<file path="src/rtl/sprite_scheduler.sv">
// sprite_scheduler: walks entity slots each frame, hands valid sprites to the draw engine one at a time
module sprite_scheduler #(
    parameter int NUM_SLOTS = 8,
    parameter int ADDR_W = $clog2(NUM_SLOTS),
    parameter int ID_W = 2,
    parameter int COORD_W = 9,
    parameter logic [ID_W-1:0] EMPTY_ID = {ID_W{1'b1}},
    parameter int RD_LAT = 1,
    parameter int ENG_TIMEOUT = 1024
) (
    input  logic               CLOCK_50,
    input  logic               RESET_H,
    input  logic               RUN_QUEUE,
    input  logic               ENG_DONE,
    input  logic [ADDR_W-1:0]  LAST_SLOT,
    input  logic [ID_W-1:0]    ID_CODE,
    input  logic [COORD_W-1:0] X_COORD,
    input  logic [COORD_W-1:0] Y_COORD,
    output logic               QUEUE_DONE,
    output logic               UPDATE,
    output logic               RUN_ENG,
    output logic [ADDR_W-1:0]  ADDRESS,
    output logic [ID_W-1:0]    SPRITE_ID,
    output logic [COORD_W-1:0] TARGET_X,
    output logic [COORD_W-1:0] TARGET_Y,
    output logic [ADDR_W:0]    DRAWN_CNT,
    output logic               TIMEOUT_ERR
);
    localparam int LAT_W = $clog2(RD_LAT + 1);
    localparam int TO_W = $clog2(ENG_TIMEOUT);
    localparam int CNT_W = ADDR_W + 1;

    typedef enum logic [2:0] {IDLE, LOAD, CHECK, UPD, RUN, DONE} state_t;

    state_t             state;
    logic               rq_q;
    logic [ADDR_W-1:0]  last;
    logic [LAT_W-1:0]   lat_cnt;
    logic [TO_W-1:0]    run_cnt;
    logic               start;
    logic               timed_out;
    logic               go_next;

    assign start = RUN_QUEUE & ~rq_q;
    assign timed_out = run_cnt == TO_W'(ENG_TIMEOUT - 1);
    // leaving a slot: either it is empty or the engine finished / was abandoned
    assign go_next = (state == CHECK && ID_CODE == EMPTY_ID) ||
                     (state == RUN && (ENG_DONE || timed_out));

    // frame sequencer with registered strobes; abort has priority over everything
    always_ff @(posedge CLOCK_50 or posedge RESET_H) begin
        if (RESET_H) begin
            state       <= IDLE;
            rq_q        <= 1'b0;
            last        <= '0;
            lat_cnt     <= '0;
            run_cnt     <= '0;
            QUEUE_DONE  <= 1'b0;
            UPDATE      <= 1'b0;
            RUN_ENG     <= 1'b0;
            ADDRESS     <= '0;
            SPRITE_ID   <= '0;
            TARGET_X    <= '0;
            TARGET_Y    <= '0;
            DRAWN_CNT   <= '0;
            TIMEOUT_ERR <= 1'b0;
        end else begin
            rq_q       <= RUN_QUEUE;
            UPDATE     <= 1'b0;
            QUEUE_DONE <= 1'b0;
            if (state != IDLE && !RUN_QUEUE) begin
                state   <= IDLE;
                RUN_ENG <= 1'b0;
                ADDRESS <= '0;
            end else if (go_next) begin
                RUN_ENG <= 1'b0;
                if (state == RUN) begin
                    if (ENG_DONE) DRAWN_CNT <= DRAWN_CNT + CNT_W'(1);
                    else TIMEOUT_ERR <= 1'b1;
                end
                if (ADDRESS == last) begin
                    state      <= DONE;
                    QUEUE_DONE <= 1'b1;
                end else begin
                    ADDRESS <= ADDRESS + ADDR_W'(1);
                    lat_cnt <= '0;
                    state   <= LOAD;
                end
            end else begin
                case (state)
                    IDLE: if (start) begin
                        ADDRESS     <= '0;
                        DRAWN_CNT   <= '0;
                        TIMEOUT_ERR <= 1'b0;
                        last        <= (int'(LAST_SLOT) > NUM_SLOTS - 1) ? ADDR_W'(NUM_SLOTS - 1) : LAST_SLOT;
                        lat_cnt     <= '0;
                        state       <= LOAD;
                    end
                    LOAD: if (lat_cnt == LAT_W'(RD_LAT - 1)) state <= CHECK;
                          else lat_cnt <= lat_cnt + LAT_W'(1);
                    CHECK: begin
                        SPRITE_ID <= ID_CODE;
                        TARGET_X  <= X_COORD;
                        TARGET_Y  <= Y_COORD;
                        UPDATE    <= 1'b1;
                        state     <= UPD;
                    end
                    UPD: begin
                        RUN_ENG <= 1'b1;
                        run_cnt <= '0;
                        state   <= RUN;
                    end
                    RUN: run_cnt <= run_cnt + TO_W'(1);
                    DONE: begin
                        ADDRESS <= '0;
                        state   <= IDLE;
                    end
                    default: state <= IDLE;
                endcase
            end
        end
    end
endmodule

</file>
<file path="config.mk">
export PLATFORM = sky130hd
export DESIGN_NAME = sprite_scheduler
export DESIGN_NICKNAME = d
export VERILOG_FILES = /design/src/rtl/sprite_scheduler.sv
export SDC_FILE = /design/constraint.sdc
export NUM_CORES = 1
export LEC_CHECK = 0
export CAP_MARGIN = 20
export CORE_MARGIN = 3
export CORE_UTILIZATION = 40
export DETAILED_ROUTE_END_ITERATION = 8
export GPL_TIMING_DRIVEN = 1
export PLACE_DENSITY = 0.68
export SLEW_MARGIN = 20
export SYNTH_ARGS = -nofsm -noshare
export SYNTH_HDL_FRONTEND = slang
export SYNTH_SLANG_ARGS = --single-unit
</file>
<file path="constraint.sdc">
create_clock -name CLOCK_50 -period 2.48 [get_ports CLOCK_50]
set_input_delay 0.62 -clock CLOCK_50 [delete_from_list [all_inputs] [get_ports CLOCK_50]]
set_output_delay 0.62 -clock CLOCK_50 [all_outputs]
set_load 0.03 [all_outputs]
</file>
# Yosys cells after proc, flatten, opt, wreduce, memory -nomap -nowiden
# Cells that the tools add are included.
[word_totals] inputBits=27 reg_bits=49 output_inout_bits=31 elab_cells=96
[op_classes] reduce_logical=22 eq_ne=17 muxes=35 addsub=4 bitwise=4
[ops] operator="2-to-1 mux 3 bit" count=9
[ops] operator="2-to-1 mux 4 bit" count=5
[ops] operator="case mux 10 bit (2 select lines)" count=1
[ops] operator="2-to-1 mux 1 bit" count=17
[ops] operator="case mux 3 bit (5 select lines)" count=1
[ops] operator="AND reduction 3 bit" count=4
[ops] operator="adder 10 x 1 -> 10 bit (second input constant)" count=1
[ops] operator="equality test 10 bit (second input constant)" count=1
[ops] operator="AND reduction 5 bit" count=2
[ops] operator="!= test 3 bit (second input constant)" count=3
[ops] operator="nonzero test 3 bit" count=3
[ops] operator="!= test 4 bit (second input constant)" count=2
[ops] operator="AND reduction 4 bit" count=2
[ops] operator="equality test 3 x 2 -> 1 bit (second input constant)" count=2
[ops] operator="equality test 3 bit (second input constant)" count=2
[ops] operator="!= test 2 bit (second input constant)" count=3
[ops] operator="case mux 3 bit (2 select lines)" count=1
[ops] operator="nonzero test 2 bit" count=3
[ops] operator="adder 4 x 1 -> 4 bit (second input constant)" count=1
[ops] operator="nonzero test 4 bit" count=1
[ops] operator="adder 3 x 1 -> 3 bit (second input constant)" count=1
[ops] operator="equality test 3 x 1 -> 1 bit (second input constant)" count=1
[ops] operator="equality test 3 bit" count=1
[ops] operator="logical AND 1 bit" count=3
[ops] operator="other kinds (9)" count=12

# Depth between registers and ports, before layout
# Gate-level depths: netlist of the first run.
[logic_depth] depth_word=6 mapped_depth=7 ltp_nobuf=6

# Worst setup path after synthesis of the first run
# No wires, ideal clock.
[synth_path] path_type="input to register" start="input port ENG_DONE" end="register ADDRESS[1]" path_slack_ns=0.638 setup_time_ns=0.124 arrival_ns=1.718 n_path_buf=0 stages=5 required_ns=2.356 cell_sequence="nand2b_4 a211o_1 a22o_1 a211o_1 a211o_1"
[synth_between] elab_chain_cells=5 elab_cells_between_ends=9 cone_classes="eq/ne: 2; mux: 2; reduce/logical: 5"
[synth_lines] item="from (decl)" line_no="14" text="input logic ENG_DONE,"
[synth_lines] item="logical OR 1 bit (*)" line_no="48" text="(state == RUN && (ENG_DONE || timed_out));"
[synth_lines] item="logical AND 1 bit (*)" line_no="48"
[synth_lines] item="logical OR 1 bit (*)" line_no="47" text="assign go_next = (state == CHECK && ID_CODE == EMPTY_ID) ||"
[synth_lines] item="!= test 4 bit (no source line) (tied with other cells)"
[synth_lines] item="AND reduction 3 bit (no source line) / 2-to-1 mux 3 bit (equally long branches)"
[synth_lines] item="to (signal assigned)" line_no="85" text="ADDRESS <= ADDRESS + ADDR_W'(1);"
[synth_lines] item="to (decl)" line_no="22" text="output logic [ADDR_W-1:0] ADDRESS,"
# Every way passes the cells marked *; elsewhere a longest branch is shown, timed or not.
# A chain may end at the register's enable or synchronous reset.

# Worst setup path after layout of the first run
[layout_path] start="input port RUN_QUEUE" end="register ADDRESS[1]"
[layout_between] elab_chain_cells=4 elab_cells_between_ends=8 cone_classes="eq/ne: 2; mux: 1; bitwise: 1; reduce/logical: 4"
[layout_lines] item="from (decl)" line_no="13" text="input logic RUN_QUEUE,"
[layout_lines] item="logical NOT 1 bit" line_no="71" text="if (state != IDLE && !RUN_QUEUE) begin"
[layout_lines] item="logical AND 1 bit" line_no="71"
[layout_lines] item="!= test 4 bit (no source line) (tied with other cells)"
[layout_lines] item="AND reduction 3 bit (no source line)"
# Parallel ways exist; a longest one is shown, timed or not.

==> results of run 1 <==
## metrics by stage
stage	area, um2	cells	util, %
final	2990	360	57.5
after global routing	2990	360	57.5
after CTS	2990	360	57.5
after detailed placement	2910	353	56.0
after global placement	2910	353	56.0
after floorplan	2190	221	-
## metal layers
metal	share of wire [%]	GRT usage (%)
met5	0	0
met4	1.6	6.08
met3	4.3	2.93
met2	48	26.3
met1	46	22.0
## sequential cells by signal (all words and copies together), names as in the netlist
name         flops
rq_q             1
RUN_ENG          1
last             3
ADDRESS          3
TARGET_X         9
DRAWN_CNT        4
TIMEOUT_ERR      1
state            3
SPRITE_ID        2
UPDATE           1
QUEUE_DONE       1
run_cnt         10
TARGET_Y         9
## worst register-to-register path: cells and delay by family (launching register included)
kind | cells | cell delay (ns)
compound gates | 3 | 0.78
flops | 1 | 0.42
simple gates | 2 | 0.40
fa+ha+maj | 1 | 0.24
## power groups by stage
stage | Clock, mW | Combinational, mW | Sequential, mW
after floorplan | 0 | 0.413 | 1.49
after global placement | 0 | 1.25 | 1.17
after detailed placement | 0 | 1.26 | 1.17
after CTS | 0.447 | 1.27 | 1.16
after global routing | 0.493 | 1.35 | 1.19
final | 0.437 | 1.26 | 1.16
## layout make-up
| cell class | count | share of cell area (%) |
|---|---|---|
| Clock buffer | 6 | 2.43 |
| Clock inverter | 1 | 0.167 |
| Inverter | 6 | 0.753 |
| Multi-Input combinational cell | 161 | 31.3 |
| Sequential cell | 48 | 40.2 |
| Tap cell | 70 | 2.93 |
| Timing Repair Buffer | 68 | 22.3 |
## cells in the final DEF (no fill, tap or decap), drive strengths merged, types with 4 or more instances in the layout
cell and instances:
clkdlybuf4s50 57, nand4 4, dfrtp 48, inv 6, and3 5, xor2 8, buf 11, mux2 6
a211o 4, nand3 8, nand2 64, clkbuf 6, nor2 15, a21oi 6, nand2b 5
## final timing paths
path                                           end  slack (ns)  depth (start not counted)
max                         ADDRESS[1]$_DFFE_PP0P_        0.34                          7
min                        TARGET_X[1]$_DFFE_PP0P_        0.48                          2
max reg2reg                 ADDRESS[1]$_DFFE_PP0P_        0.53                          6
min reg2reg                TARGET_X[1]$_DFFE_PP0P_        0.48                          2
max in group asynchronous      last[0]$_DFFE_PP0P_        1.59                          3
min in group asynchronous  TARGET_Y[5]$_DFFE_PP0P_        0.67                          3
## logic make-up after synthesis
| logic type | count (synthesis) |
|---|---|
| multiplexers | 8 |
| XOR/XNOR | 11 |
| buffers and inverters | 12 |
| AO/OA/AOI/OAI | 28 |
| adder cells (fa/ha/maj) | 3 |
| AND/OR/NAND/NOR | 111 |
| flip-flops | 48 |
==> results.yml, run 1 <==
yosys:
  synth-adder-area-share_pct: 1.71
  yosysMostFrequentCell: "nand2_1"
  ys_async_sr_fraction_pct: 100
  synth-seq-cells: 48
  synth_common_cells: "64 x nand2_1, 48 x dfrtp_1, 15 x nor2_1"
  ys.flop_type: "dfrtp_1"
  synth_xor_area_share_pct: 4.39
  yosysTopAreaCell: "dfrtp_1"
  ys_seq_area_share_pct: 54.8
  synthesis.nets: 251
  yosys.area_share.simple_pct: 22.9
  syn_inst: 221
  yosys_warnings: 0
  syn_area_per_cell_um2: 9.92
  muxShareOfSynthArea_pct: 4.00
  synthTopCellsByArea: "dfrtp_1 55%, nand2_1 11%, xor2_1 3.2%, mux2_2 3.1%, nor2_1 2.6%"
  synth_top_area_share_pct: 54.8
  synth_top_family_by_area: "simple AND/OR/NAND/NOR gates"
  yosysUniqueCellTypes: 40
  synth_edf_count: 0
  synth-compound-area-share_pct: 9.70
  syn_area_mm2: 0.00219
sta:
  skew_ns: 0.00383
  maxSlewViolCount: 0
  tns_ns: 0
  max_slew_margin_pct: 73.0
  finalHoldViolations: 0
  timing.fmax_ghz: 0.468
  fin_crit_sh_pct: 86.1
  fin_ws_ns: 0.344
  holdWs_ns: 0.480
  setup_viol: 0
  worstMarginPinSlew_ns: 0.400
  rsz0062_at_grt: "no"
  min_period_ns: 2.14
die:
  initial_utilization_pct: 42.1
  die_area_mm2: 0.00640
  die_x_um: 80.0
  ioPinCount: 58
  die_y_um: 80.0
  core_area_mm2: 0.00520
  fp-row-count: 26
worst_setup_path:
  cp-end-kind: "flip-flop"
  cp_max_fo: 7
  slowest_delay_ns: 0.62
  startpoint_type: "input port"
  critical_path_class: "in2reg"
  critPathTopFamily: "buffers and inverters"
  reg2reg_from: "run_cnt[0]$_DFFE_PP0P_"
  required_ns: 2.72
  worstPathArrival_ns: 2.38
  crit_path_cell_trace: "clkdlybuf4s50_1 -> nand2b_1 -> or3_1 -> a21boi_1 -> buf_4 -> nor3b_1 -> a211o_1"
  slowest_stage: "clkdlybuf4s50_1"
  critPathLaunch: "RUN_QUEUE"
  crit_buf_inv: 2
route:
  num_vias: 1759
  antenna_left: 0
  drc: 0
  drt_iter0_markers: 197
  drt-wirelength-per-cell_um: 13.6
  dr.pass1.iters: 4
  via_per_inst: 4.89
  wirelength_um: 4890
hold_path:
  hp-class: "reg2reg"
  hp-start: "TARGET_X[1]$_DFFE_PP0P_"
clock_network:
  cts_setup_buffers: 0
  htreeDepth: 2
  ctsResizeCount: 0
  clock-sinks: 48
  cts_buffers: 5
  cts_hold_buffers: 0
  root_buffer: "clkbuf_8"
  path_clk_slew_ns: 0.08
  cts_tree: "yes"
  clock_path_buffers: 2
  worstSkewPairLatency_ns: 0.30
job:
  drv_cap: 0
placement:
  gp_congestion: 0.874
  pre_cts_ws_ns: 0.0477
  hpwl_um: 3540
  io_buffers: 57
global_route:
  grt_pass1_vias: 1680
  grt_usage_pct: 16.4
  grt_max_degree: 49
  grt_pass1_wl_um: 8140
  grt-ovfl-total: 0
  antenna_found_initial: 0
power:
  p_sw_mw: 1.10
  seq_power_share_pct: 40.7
  vdd_drop_max_mv: 0.477
  p_leak_nw: 1.42
  power_frac_comb_pct: 44.0
  p_clk_share_pct: 15.3
  p_int_mw: 1.75
  powerDensity_mw_per_mm2: 954
  power_mw: 2.85
  switching_share_pct: 38.6
final_layout:
  layout-area-overhead-vs-synth_pct: 36.4
  multi_input_area_um2: 936
  seq_area_mm2: 0.00120
  antenna_cells: 0
  fin_nets: 320
  fillers: 478
  drive_gt1_share_pct: 9.66
run_status:
  outcome: "finished, final reports clean"
Note: power is estimated with default switching activity, not from simulation.
==> run 2, diff against run 1 <==
Settings changed: SKIP_CTS_REPAIR_TIMING from default to 1.
==> results of run 2 <==
Final layout, timing and power as in run 1 (identical DEF).
==> run 3, diff against run 2 <==
Settings changed: CORE_ASPECT_RATIO from default to 0.8.
==> run 3 against run 2 <==
Against the previous run:
- clock skew increased by 0.0075 ns
- total power increased by 4.0%
- clock-buffer cell count unchanged
- largest cell class unchanged
- global-route usage decreased by 0.29 points
- combinational power about the same
- highest routed layer unchanged
- critical path type unchanged
- die area about the same
==> results.yml, run 3 (synthesized netlist as in run 1, its figures left out) <==
final_layout:
  drive_gt1_share_pct: 10.3
  antenna_cells: 0
  final_util_pct: 58.3
  top_register: "run_cnt"
  final_common_cell: "nand2_1"
  fin_nets: 321
  most-common-layout-cells: "64 x nand2_1, 57 x clkdlybuf4s50_1, 48 x dfrtp_1"
  largest_register_ffs: 10
  instances_no_fill: 354
  fillers: 438
  layout-area-overhead-vs-synth_pct: 37.1
  post-route-cell-area_mm2: 0.00301
  reg_top3: "run_cnt x10, TARGET_X x9, TARGET_Y x9"
route:
  num_vias: 1799
  dr.pass1.iters: 4
  via_per_inst: 5.08
  drt-wirelength-per-cell_um: 13.6
  wirelength_um: 4810
  drc: 0
  antenna_left: 0
  drt_iter0_markers: 125
global_route:
  grt_usage_pct: 16.1
  grt-ovfl-total: 0
  grt_pass1_wl_um: 8090
  grt_max_degree: 23
  grt_pass1_vias: 1735
  antenna_found_initial: 0
die:
  die_x_um: 88.8
  ioPinCount: 58
  die_area_mm2: 0.00641
  die_y_um: 72.2
  fp-row-count: 23
  core_area_mm2: 0.00515
  initial_utilization_pct: 42.6
sta:
  worstMarginPinSlew_ns: 0.550
  tns_ns: 0
  rsz0062_at_grt: "no"
  maxSlewViolCount: 0
  min_period_ns: 2.12
  skew_ns: 0.0113
  max_slew_margin_pct: 63.0
  finalHoldViolations: 0
  setup_viol: 0
  timing.fmax_ghz: 0.471
  fin_crit_sh_pct: 85.6
worst_setup_path:
  worstPathArrival_ns: 2.32
  startpoint_type: "input port"
  critical_path_class: "in2reg"
  cp_max_fo: 4
  cp-end-kind: "flip-flop"
  required_ns: 2.68
placement:
  hpwl_um: 3610
  io_buffers: 57
  numPlacedInstances: 346
  gp_congestion: 0.884
  place_area_mm2: 0.00290
clock_network:
  cts_buffers: 5
  htreeDepth: 2
  path_clk_slew_ns: 0.09
  root_buffer: "clkbuf_8"
  clock-sinks: 48
  worstSkewPairLatency_ns: 0.30
  cts_tree: "yes"
  clock_path_buffers: 2
power:
  vdd_drop_max_mv: 0.528
  powerDensity_mw_per_mm2: 986
  p_leak_nw: 1.44
run_status:
  outcome: "finished, final reports clean"
job:
  drv_cap: 0
hold_path:
  hp-class: "reg2reg"
[run 3: final cells by class]
| cell class | instances | area (um2) | share of cell area, % |
|---|---|---|---|
| clock inverter | 2 | 35.0 | 1.17 |
| tap | 62 | 77.6 | 2.58 |
| timing repair buffer | 69 | 661 | 22.0 |
| sequential | 48 | 1200 | 40.0 |
| clock buffer | 6 | 72.6 | 2.41 |
| multi-input combinational | 161 | 936 | 31.1 |
| inverter | 6 | 22.5 | 0.749 |
[run 3: power breakdown]
part           switching (mW)  internal, mW
Sequential              0.161          1.00
Clock                   0.258         0.299
Combinational           0.693         0.552
Total                    1.11          1.85
[run 3: critical path, stage by stage]
cell and delay (ns):
clkdlybuf4s50_1 0.54, nand2b_1 0.14, or3_1 0.39, a21boi_1 0.18, a21o_1 0.23, a32o_1 0.21
[run 3: layer usage]
| layer | part of all wire [%] | track usage [%] | up-vias |
|---|---|---|---|
| met1 | 48 | 22.5 | 843 |
| li1 | - | - | 893 |
| met3 | 10 | 7.72 | 5 |
| met4 | 0.81 | 4.03 | 0 |
| met2 | 41 | 22.6 | 58 |
| met5 | 0 | 0 | - |
[run 3: path summary, 6_finish.rpt]
kind / startpoint / end / slack (ns) / cells after the start
setup / recovery: RUN_QUEUE / DRAWN_CNT[1]$_DFFE_PP0P_ / 0.36 / 6
hold / removal: TARGET_X[1]$_DFFE_PP0P_ / TARGET_X[1]$_DFFE_PP0P_ / 0.48 / 2
setup reg to reg: run_cnt[0]$_DFFE_PP0P_ / ADDRESS[2]$_DFFE_PP0P_ / 0.48 / 7
hold reg to reg: TARGET_X[1]$_DFFE_PP0P_ / TARGET_X[1]$_DFFE_PP0P_ / 0.48 / 2
max in group asynchronous: RESET_H / rq_q$_DFF_PP0_ / 1.27 / 3
min in group asynchronous: RESET_H / TARGET_X[2]$_DFFE_PP0P_ / 0.63 / 2
[run 3: metrics by stage]
step / hold slack [ns] / total power [mW] / setup slack, ns
after floorplan: 0.459 / 1.90 / 0.638
after global placement: 0.456 / 2.41 / 0.0584
after detailed placement: 0.463 / 2.43 / 0.0483
after CTS: 0.485 / 3.00 / 0.376
after global routing: 0.509 / 3.15 / 0.283
final: 0.478 / 2.96 / 0.358
